==> src/rtl/alu_fpu_arbiter.sv <==
// Two-requester round-robin arbiter in front of one shared alu_fpu; one transaction in flight.
// Define FPU_MULTICYCLE_EN to give float operations FP_LAT cycles of execution instead of one.
module alu_fpu_arbiter #(
    parameter int FP_LAT = 4
) (
    input  logic         clk,
    input  logic         reset_n,
    input  logic [1:0]   req_valid,
    output logic [1:0]   req_ready,
    input  logic [127:0] req_a,
    input  logic [127:0] req_b,
    input  logic [7:0]   req_op,
    input  logic [1:0]   req_is_float,
    output logic [63:0]  alu_a,
    output logic [63:0]  alu_b,
    output logic [3:0]   alu_op,
    output logic         alu_is_float,
    input  logic [63:0]  alu_result,
    output logic [1:0]   resp_valid,
    input  logic [1:0]   resp_ready,
    output logic [63:0]  resp_data,
    output logic         busy
);

    localparam bit MULTICYCLE =
`ifdef FPU_MULTICYCLE_EN
        1'b1;
`else
        1'b0;
`endif
    localparam logic [3:0] FLOAT_LAT_M1 = MULTICYCLE ? 4'(FP_LAT - 1) : 4'd0;

    typedef enum logic [1:0] {IDLE, EXEC, RESP} state_t;

    state_t      state_reg;
    logic        owner_reg;
    logic        last_grant_reg;
    logic [3:0]  count_reg;
    logic [63:0] alu_a_reg;
    logic [63:0] alu_b_reg;
    logic [3:0]  alu_op_reg;
    logic        alu_is_float_reg;
    logic [1:0]  resp_valid_reg;
    logic [63:0] resp_data_reg;
    logic        busy_reg;

    logic [63:0] a_arr [2];
    logic [63:0] b_arr [2];
    logic [3:0]  op_arr [2];
    logic        f_arr [2];
    logic        grant;
    logic        accept;
    logic [3:0]  lat_m1;

    genvar gi;
    generate
        for (gi = 0; gi < 2; gi++) begin : g_req
            assign a_arr[gi]  = req_a[64*gi +: 64];
            assign b_arr[gi]  = req_b[64*gi +: 64];
            assign op_arr[gi] = req_op[4*gi +: 4];
            assign f_arr[gi]  = req_is_float[gi];
            // Ready is held low while reset is asserted so nothing appears accepted.
            assign req_ready[gi] = reset_n && (state_reg == IDLE) && req_valid[gi]
                                   && (grant == 1'(gi));
        end
    endgenerate

    always_comb begin
        grant = 1'b0;
        case (req_valid)
            2'b01:   grant = 1'b0;
            2'b10:   grant = 1'b1;
            2'b11:   grant = ~last_grant_reg;
            default: grant = 1'b0;
        endcase
    end

    assign accept = |req_ready;
    assign lat_m1 = f_arr[grant] ? FLOAT_LAT_M1 : 4'd0;

    always_ff @(posedge clk or negedge reset_n) begin
        if (!reset_n) begin
            state_reg        <= IDLE;
            owner_reg        <= 1'b0;
            last_grant_reg   <= 1'b1;
            count_reg        <= 4'd0;
            alu_a_reg        <= 64'd0;
            alu_b_reg        <= 64'd0;
            alu_op_reg       <= 4'd0;
            alu_is_float_reg <= 1'b0;
            resp_valid_reg   <= 2'b00;
            resp_data_reg    <= 64'd0;
            busy_reg         <= 1'b0;
        end else begin
            case (state_reg)
                IDLE: begin
                    if (accept) begin
                        alu_a_reg        <= a_arr[grant];
                        alu_b_reg        <= b_arr[grant];
                        alu_op_reg       <= op_arr[grant];
                        alu_is_float_reg <= f_arr[grant];
                        owner_reg        <= grant;
                        count_reg        <= lat_m1;
                        busy_reg         <= 1'b1;
                        state_reg        <= EXEC;
                    end
                end
                EXEC: begin
                    if (count_reg == 4'd0) begin
                        resp_data_reg  <= alu_result;
                        resp_valid_reg <= owner_reg ? 2'b10 : 2'b01;
                        state_reg      <= RESP;
                    end else begin
                        count_reg <= count_reg - 4'd1;
                    end
                end
                RESP: begin
                    // Operands return to zero together with the move back to IDLE.
                    if (resp_ready[owner_reg]) begin
                        resp_valid_reg   <= 2'b00;
                        last_grant_reg   <= owner_reg;
                        alu_a_reg        <= 64'd0;
                        alu_b_reg        <= 64'd0;
                        alu_op_reg       <= 4'd0;
                        alu_is_float_reg <= 1'b0;
                        busy_reg         <= 1'b0;
                        state_reg        <= IDLE;
                    end
                end
                default: state_reg <= IDLE;
            endcase
        end
    end

    assign alu_a        = alu_a_reg;
    assign alu_b        = alu_b_reg;
    assign alu_op       = alu_op_reg;
    assign alu_is_float = alu_is_float_reg;
    assign resp_valid   = resp_valid_reg;
    assign resp_data    = resp_data_reg;
    assign busy         = busy_reg;

endmodule

==> config.mk <==
export PLATFORM = sky130hd
export DESIGN_NAME = alu_fpu_arbiter
export DESIGN_NICKNAME = d
export VERILOG_FILES = /design/src/rtl/alu_fpu_arbiter.sv
export SDC_FILE = /design/constraint.sdc
export NUM_CORES = 1
export LEC_CHECK = 0
export BUFFER_PORTS_ARGS = -buffer_cell sky130_fd_sc_hd__buf_2
export CAP_MARGIN = 20
export CORE_AREA = 2 2 210 212
export CTS_CLUSTER_SIZE = 25
export DETAILED_ROUTE_END_ITERATION = 10
export DIE_AREA = 0 0 212 214
export HOLD_SLACK_MARGIN = 0.03
export PLACE_DENSITY = 0.55
export SKIP_CTS_REPAIR_TIMING = 1
export SLEW_MARGIN = 5
export SYNTH_ARGS = -nofsm -noshare
export SYNTH_HDL_FRONTEND = slang
export SYNTH_SLANG_ARGS = --single-unit
==> constraint.sdc <==
create_clock -name clk -period 2.3 [get_ports clk]
set_input_delay 0.115 -clock clk [delete_from_list [all_inputs] [get_ports clk]]
set_output_delay 0.115 -clock clk [all_outputs]
set_load 0.01 [all_outputs]
After elaboration in Yosys (flattened, before gate mapping)
Cells that the tools add are included.

Register bits: 208. Bits of input ports: 336. Output and inout port bits: 202. Logic and storage cells: 81.

Add/sub/neg operators: 1. Magnitude comparators: 2. Equal/unequal tests: 8. Mux-type cells: 38. Bitwise logic cells: 3. Reduce and logical (&&, ||, !) cells: 18.

Operator list (number): $mux W64 (9); $pmux W64 S2 (2); $mux W4 (7); $pmux W4 S2 (2); $reduce_and A3 Y1 (4); $mux W2 (5); $mux W1 (8); $ne A2 B2 Y1 const B (4); $eq A2 B2 Y1 const B (3); $pmux W1 S2 (3); $pmux W2 S3 (1); $reduce_and A2 Y1 (3); $reduce_bool A2 Y1 (3); $logic_and A1 B1 Y1 (5); $logic_not A4 Y1 (1); $pmux W2 S2 (1); $sub A4 B1 Y4 const B (1); $eq A2 B1 Y1 const B (1); $ge A2 B2 Y1 const B (1); $logic_not A2 Y1 (1); $lt A1 B2 Y1 const B (1); $not A1 Y1 (2); $not A1 Y2 (1); $reduce_or A2 Y1 (1).

Longest topological paths before layout
Depth after elaboration: 8. Mapped depth: 7. Mapped depth without buffers: 5.

Least setup slack after synthesis
No wires, ideal clock.

Path type: register to register. Start point: register count_reg[0]. End point: register resp_data_reg[25] (netlist: resp_data[25]). Setup time: 0.125 ns. Data arrival time: 1.575 ns. Data required time: 2.175 ns. Path slack: 0.601 ns. Stages on the path, launching flop included: 8. Buffers on the path: 2. Period minus slack after synthesis: 1.699 ns. Path through: dfrtp_1 > inv_1 > ha_1 > nor3b_2 > nand2_1 > buf_2 > buf_4 > mux2_2.

Word-level cells in the longest chain between the ends: 2.

RTL lines: start: declaration (line 38) `logic [3:0] count_reg;`; start signal: assignment (line 103) `count_reg <= lat_m1;`; start signal: assignment (line 114) `count_reg <= count_reg - 4'd1;`; $logic_not A4 Y1 (line 109) `if (count_reg == 4'd0) begin`; $reduce_and A2 Y1 (no source line); end signal: assignment (line 110) `resp_data_reg <= alu_result;`; end: declaration (line 44) `logic [63:0] resp_data_reg;`.

No other way between the ends. A chain may end at the register's enable or synchronous reset.

Final worst setup path
Start point: register last_grant_reg. End point: register alu_b_reg[55] (netlist: alu_b[55]).

Word-level cells in the longest chain between the ends: 8. Elaborated cells on any way between the ends: 14. Those cells by class: eq/ne (1); mux (6); bitwise (3); reduce/logical (4).

RTL lines: start: declaration (line 37) `logic last_grant_reg;`; start signal: assignment (line 121) `last_grant_reg <= owner_reg;`; $not A1 Y1 (*) (line 73) `2'b11: grant = ~last_grant_reg;`; $pmux W1 S2 (*) (line 70) `case (req_valid)`; $not A1 Y2 (not written as such) (line 99) `alu_b_reg <= b_arr[grant];`; $mux W64 (not written as such) (3 in series) (line 99); $mux W64 (line 97) `if (accept) begin`; $pmux W64 S2 (line 95) `case (state_reg)`; end signal: assignment (line 99); end: declaration (line 40) `logic [63:0] alu_b_reg;`.

Mark *: on every way between the ends. The rest lies on a longest branch, timed or not. The select of a mux whose other input is x is not followed.

==> run_results.csv <==
group,metric,value,unit
clocking,cts_tree,"built",
timing,fin_crit_sh,94.47,%
global_route,grt_max_degree,106,
hold_path,min-delay-start,"req_valid[1]",
synthesis,synth_cell_types,36,
place,dpl_cell_area,12980,sq um
detailed_routing,drt_first_pass_iters,5,
synthesis,synth_area_per_cell,10.47,sq um
detailed_routing,drtIter0Drc,802,
global_route,antenna_found_initial,0,
die,core_area,42890,sq um
clocking,cts_num_sinks,208,
synthesis,async_flop_share,100.0,%
clocking,path_clk_slew,0.06,ns
global_route,grt_use_total,14.74,%
setup_path,cpMaxStageDelayCell,"dfstp_2",
detailed_routing,num_vias,10850,
timing,fin_ws,0.1271,ns
place,place_congestion,0.8209,
setup_path,ff2ff_setup_slack,0.13,ns
global_route,grt_pass1_wl,53300,microns
setup_path,criticalPathCategory,"reg2reg",
layout,fin_nets,2098,
timing,skew,0.01362,ns
power,ir_drop,0.7622,mV
detailed_routing,drc,0,
setup_path,worst_setup_path_start_kind,"register",
setup_path,r2r_cells,5,
setup_path,cp_data_arrival_time,2.57,ns
synthesis,yosysWarningCount,0,
setup_path,end_kind,"register",
timing,fin_crit,2.173,ns
clocking,cts-root-buf,"clkbuf_16",
die,io_pins,538,
timing,finalMaxSlewViolations,0,
layout,finalInstanceArea,17140,sq um
layout,nFillCells,4003,
timing,relSlewSlack,40.21,%
hold_path,hold_class,"in2reg",
timing,hold_viol,0,
synthesis,ys_seq_elements,208,
synthesis,synth_edf_count,0,
run_status,status,"complete, no violations",
clocking,insertion_delay,0.53,ns
synthesis,ys_seq_area_share,54.99,%
detailed_routing,detail-route-antenna-nets,0,
die,row_count,76,
timing,rsz0062_at_grt,"false",
place,pre_cts_ws,0.2265,ns
clocking,htreeDepth,1,
setup_path,path_max_fanout,23,
timing,tightest_slew,0.8968,ns
setup_path,critPathMaxStageDelay,0.59,ns
synthesis,synth-main-ff-cell,"dfrtp_1",
timing,fin_tns_setup,0,ns
die,dieArea,45370,sq um
detailed_routing,wire_per_inst,17.37,microns
place,hpwl,25920,microns
hold_path,min_to,"count_reg[2]",
global_route,grt.overflow.total,0,
setup_path,worst_r2r_endpoint,"alu_b[55]",
place,io_buffer_count,537,
layout,layout-drive-gt1-share,38.25,%
place,placed_cells,1983,
detailed_routing,drt-vias-per-instance,4.590,
layout,finalNonFillerCells,2364,
timing,setup_viol,0,
die,die_w,212,microns
flow_run,timing.max_cap.violations,0,
global_route,grt_pass1_vias,9472,
setup_path,crit_required,2.70,ns
power,power_density,1055,nW/um^2
clocking,cts.path.max_buffers,3,
synthesis,synth_fp_nets,1242,
detailed_routing,finalWirelength,41060,microns
synthesis,synth.cell_area,9468,sq um
synthesis,syn_inst,904,
die,initial_core_util,22.08,%
hold_path,whs_path_depth,4,
setup_path,worstPathCellList,"a21bo_4 -> buf_12 -> mux2i_1 -> dlygate4sd3_1 -> o2bb2ai_1",
die,die_h,214,microns
power,leakagePower,8.275,nW
timing,fmaxAchievable,0.4602,GHz
setup_path,r2r-start,"last_grant_reg",
layout,fin_util,39.96,%
clocking,cts_buffers,25,
layout,area_delta_synth_final,81.00,%
-- worst max-delay path, delay by kind of cell (launching register included) --
kind / cells / cell delay, ns
compound gates: 2 / 0.44
mux: 1 / 0.19
flops: 1 / 0.59
buf+inv: 2 / 0.81
-- how the worst max path moves through the flow --
stage / start / endpoint / slack [ns]
floorplan: count_reg[0] / resp_data[25] / 0.60
global placement: count_reg[0] / resp_data[60] / 0.28
detailed placement: count_reg[0] / resp_data[32] / 0.23
CTS: last_grant_reg / req_ready[1] / 0.1
global route: last_grant_reg / alu_b[55] / 0.02
finish: last_grant_reg / alu_b[55] / 0.13
-- where the power goes --
group	leakage, nW	switching (W)	internal (W)
clock	0.386	0.00157	0.00231
sequential	2.57	0.00105	0.00535
combinational	5.32	0.00414	0.00367
-- cell families (layout without fill, tap and decap cells) --
kind of cell	Yosys count	after routing	share of synthesized area [%]
mux	81	81	9.422
other cells	0	1	0
simple gates	144	144	6.290
compound gates	272	272	20.09
flops	208	208	54.99
buf+inv	197	1071	8.947
fa+ha+maj	2	2	0.2643
-- Yosys cell counts, types with 3 or more instances --
cell type / count / area share, %
nand2_1: 4 / 0.16
mux2i_1: 16 / 1.7
nand3_1: 4 / 0.21
a21oi_1: 121 / 6.4
o32ai_1: 119 / 11
nor2_1: 125 / 5.0
inv_1: 120 / 4.8
dfrtp_1: 207 / 55
clkbuf_1: 16 / 0.63
buf_4: 5 / 0.40
o2bb2ai_1: 14 / 1.3
buf_2: 53 / 2.8
mux2_2: 65 / 7.7
o21ai_0: 6 / 0.32
buf_6: 3 / 0.36
-- area by class of cell --
type | instances | area [sq um] | area share [%]
repair buffers | 906 | 6492 | 37.89
flip-flops and latches | 208 | 5206 | 30.38
multi-input cells | 499 | 3456 | 20.17
clock buffers | 41 | 745.7 | 4.352
well taps | 585 | 732.0 | 4.271
inverters | 120 | 450.4 | 2.629
clock inverters | 4 | 51.30 | 0.2994
diodes | 1 | 2.502 | 0.01460
-- placed cells by master (no fill, tap or decap), types with 3 or more instances in the layout --
cell type        n
nand3_1          4
inv_1          120
nor2_1         125
buf_2          536
buf_12          15
mux2_2          65
clkbuf_1        10
dlygate4sd3_1  335
buf_4           19
o21ai_0          6
clkbuf_16       25
o32ai_1        119
o2bb2ai_1       14
clkbuf_8         7
mux2i_1         16
dfrtp_1        207
a21oi_1        121
nand2_1          3
-- per-layer routing --
layer	wire (microns)	vias to the layer above	global-route usage (%)	part of all wire, %
li1	-	4910	-	-
met5	0	-	0	0
met4	2030	0	4.085	4.9
met3	3302	142	4.266	8.0
met2	20020	611	25.86	49
met1	15710	5187	17.39	38
-- through the flow --
| step | hold WS [ns] | total power, W |
|---|---|---|
| final | 0.08547 | 0.01809 |
| after global routing | 0.09847 | 0.01920 |
| after floorplan | -0.1806 | 0.01023 |
| after global placement | 0.08802 | 0.01348 |
| after detailed placement | 0.08721 | 0.01363 |
| after CTS | -0.4970 | 0.01762 |
Power figures use the tool's default switching activity.
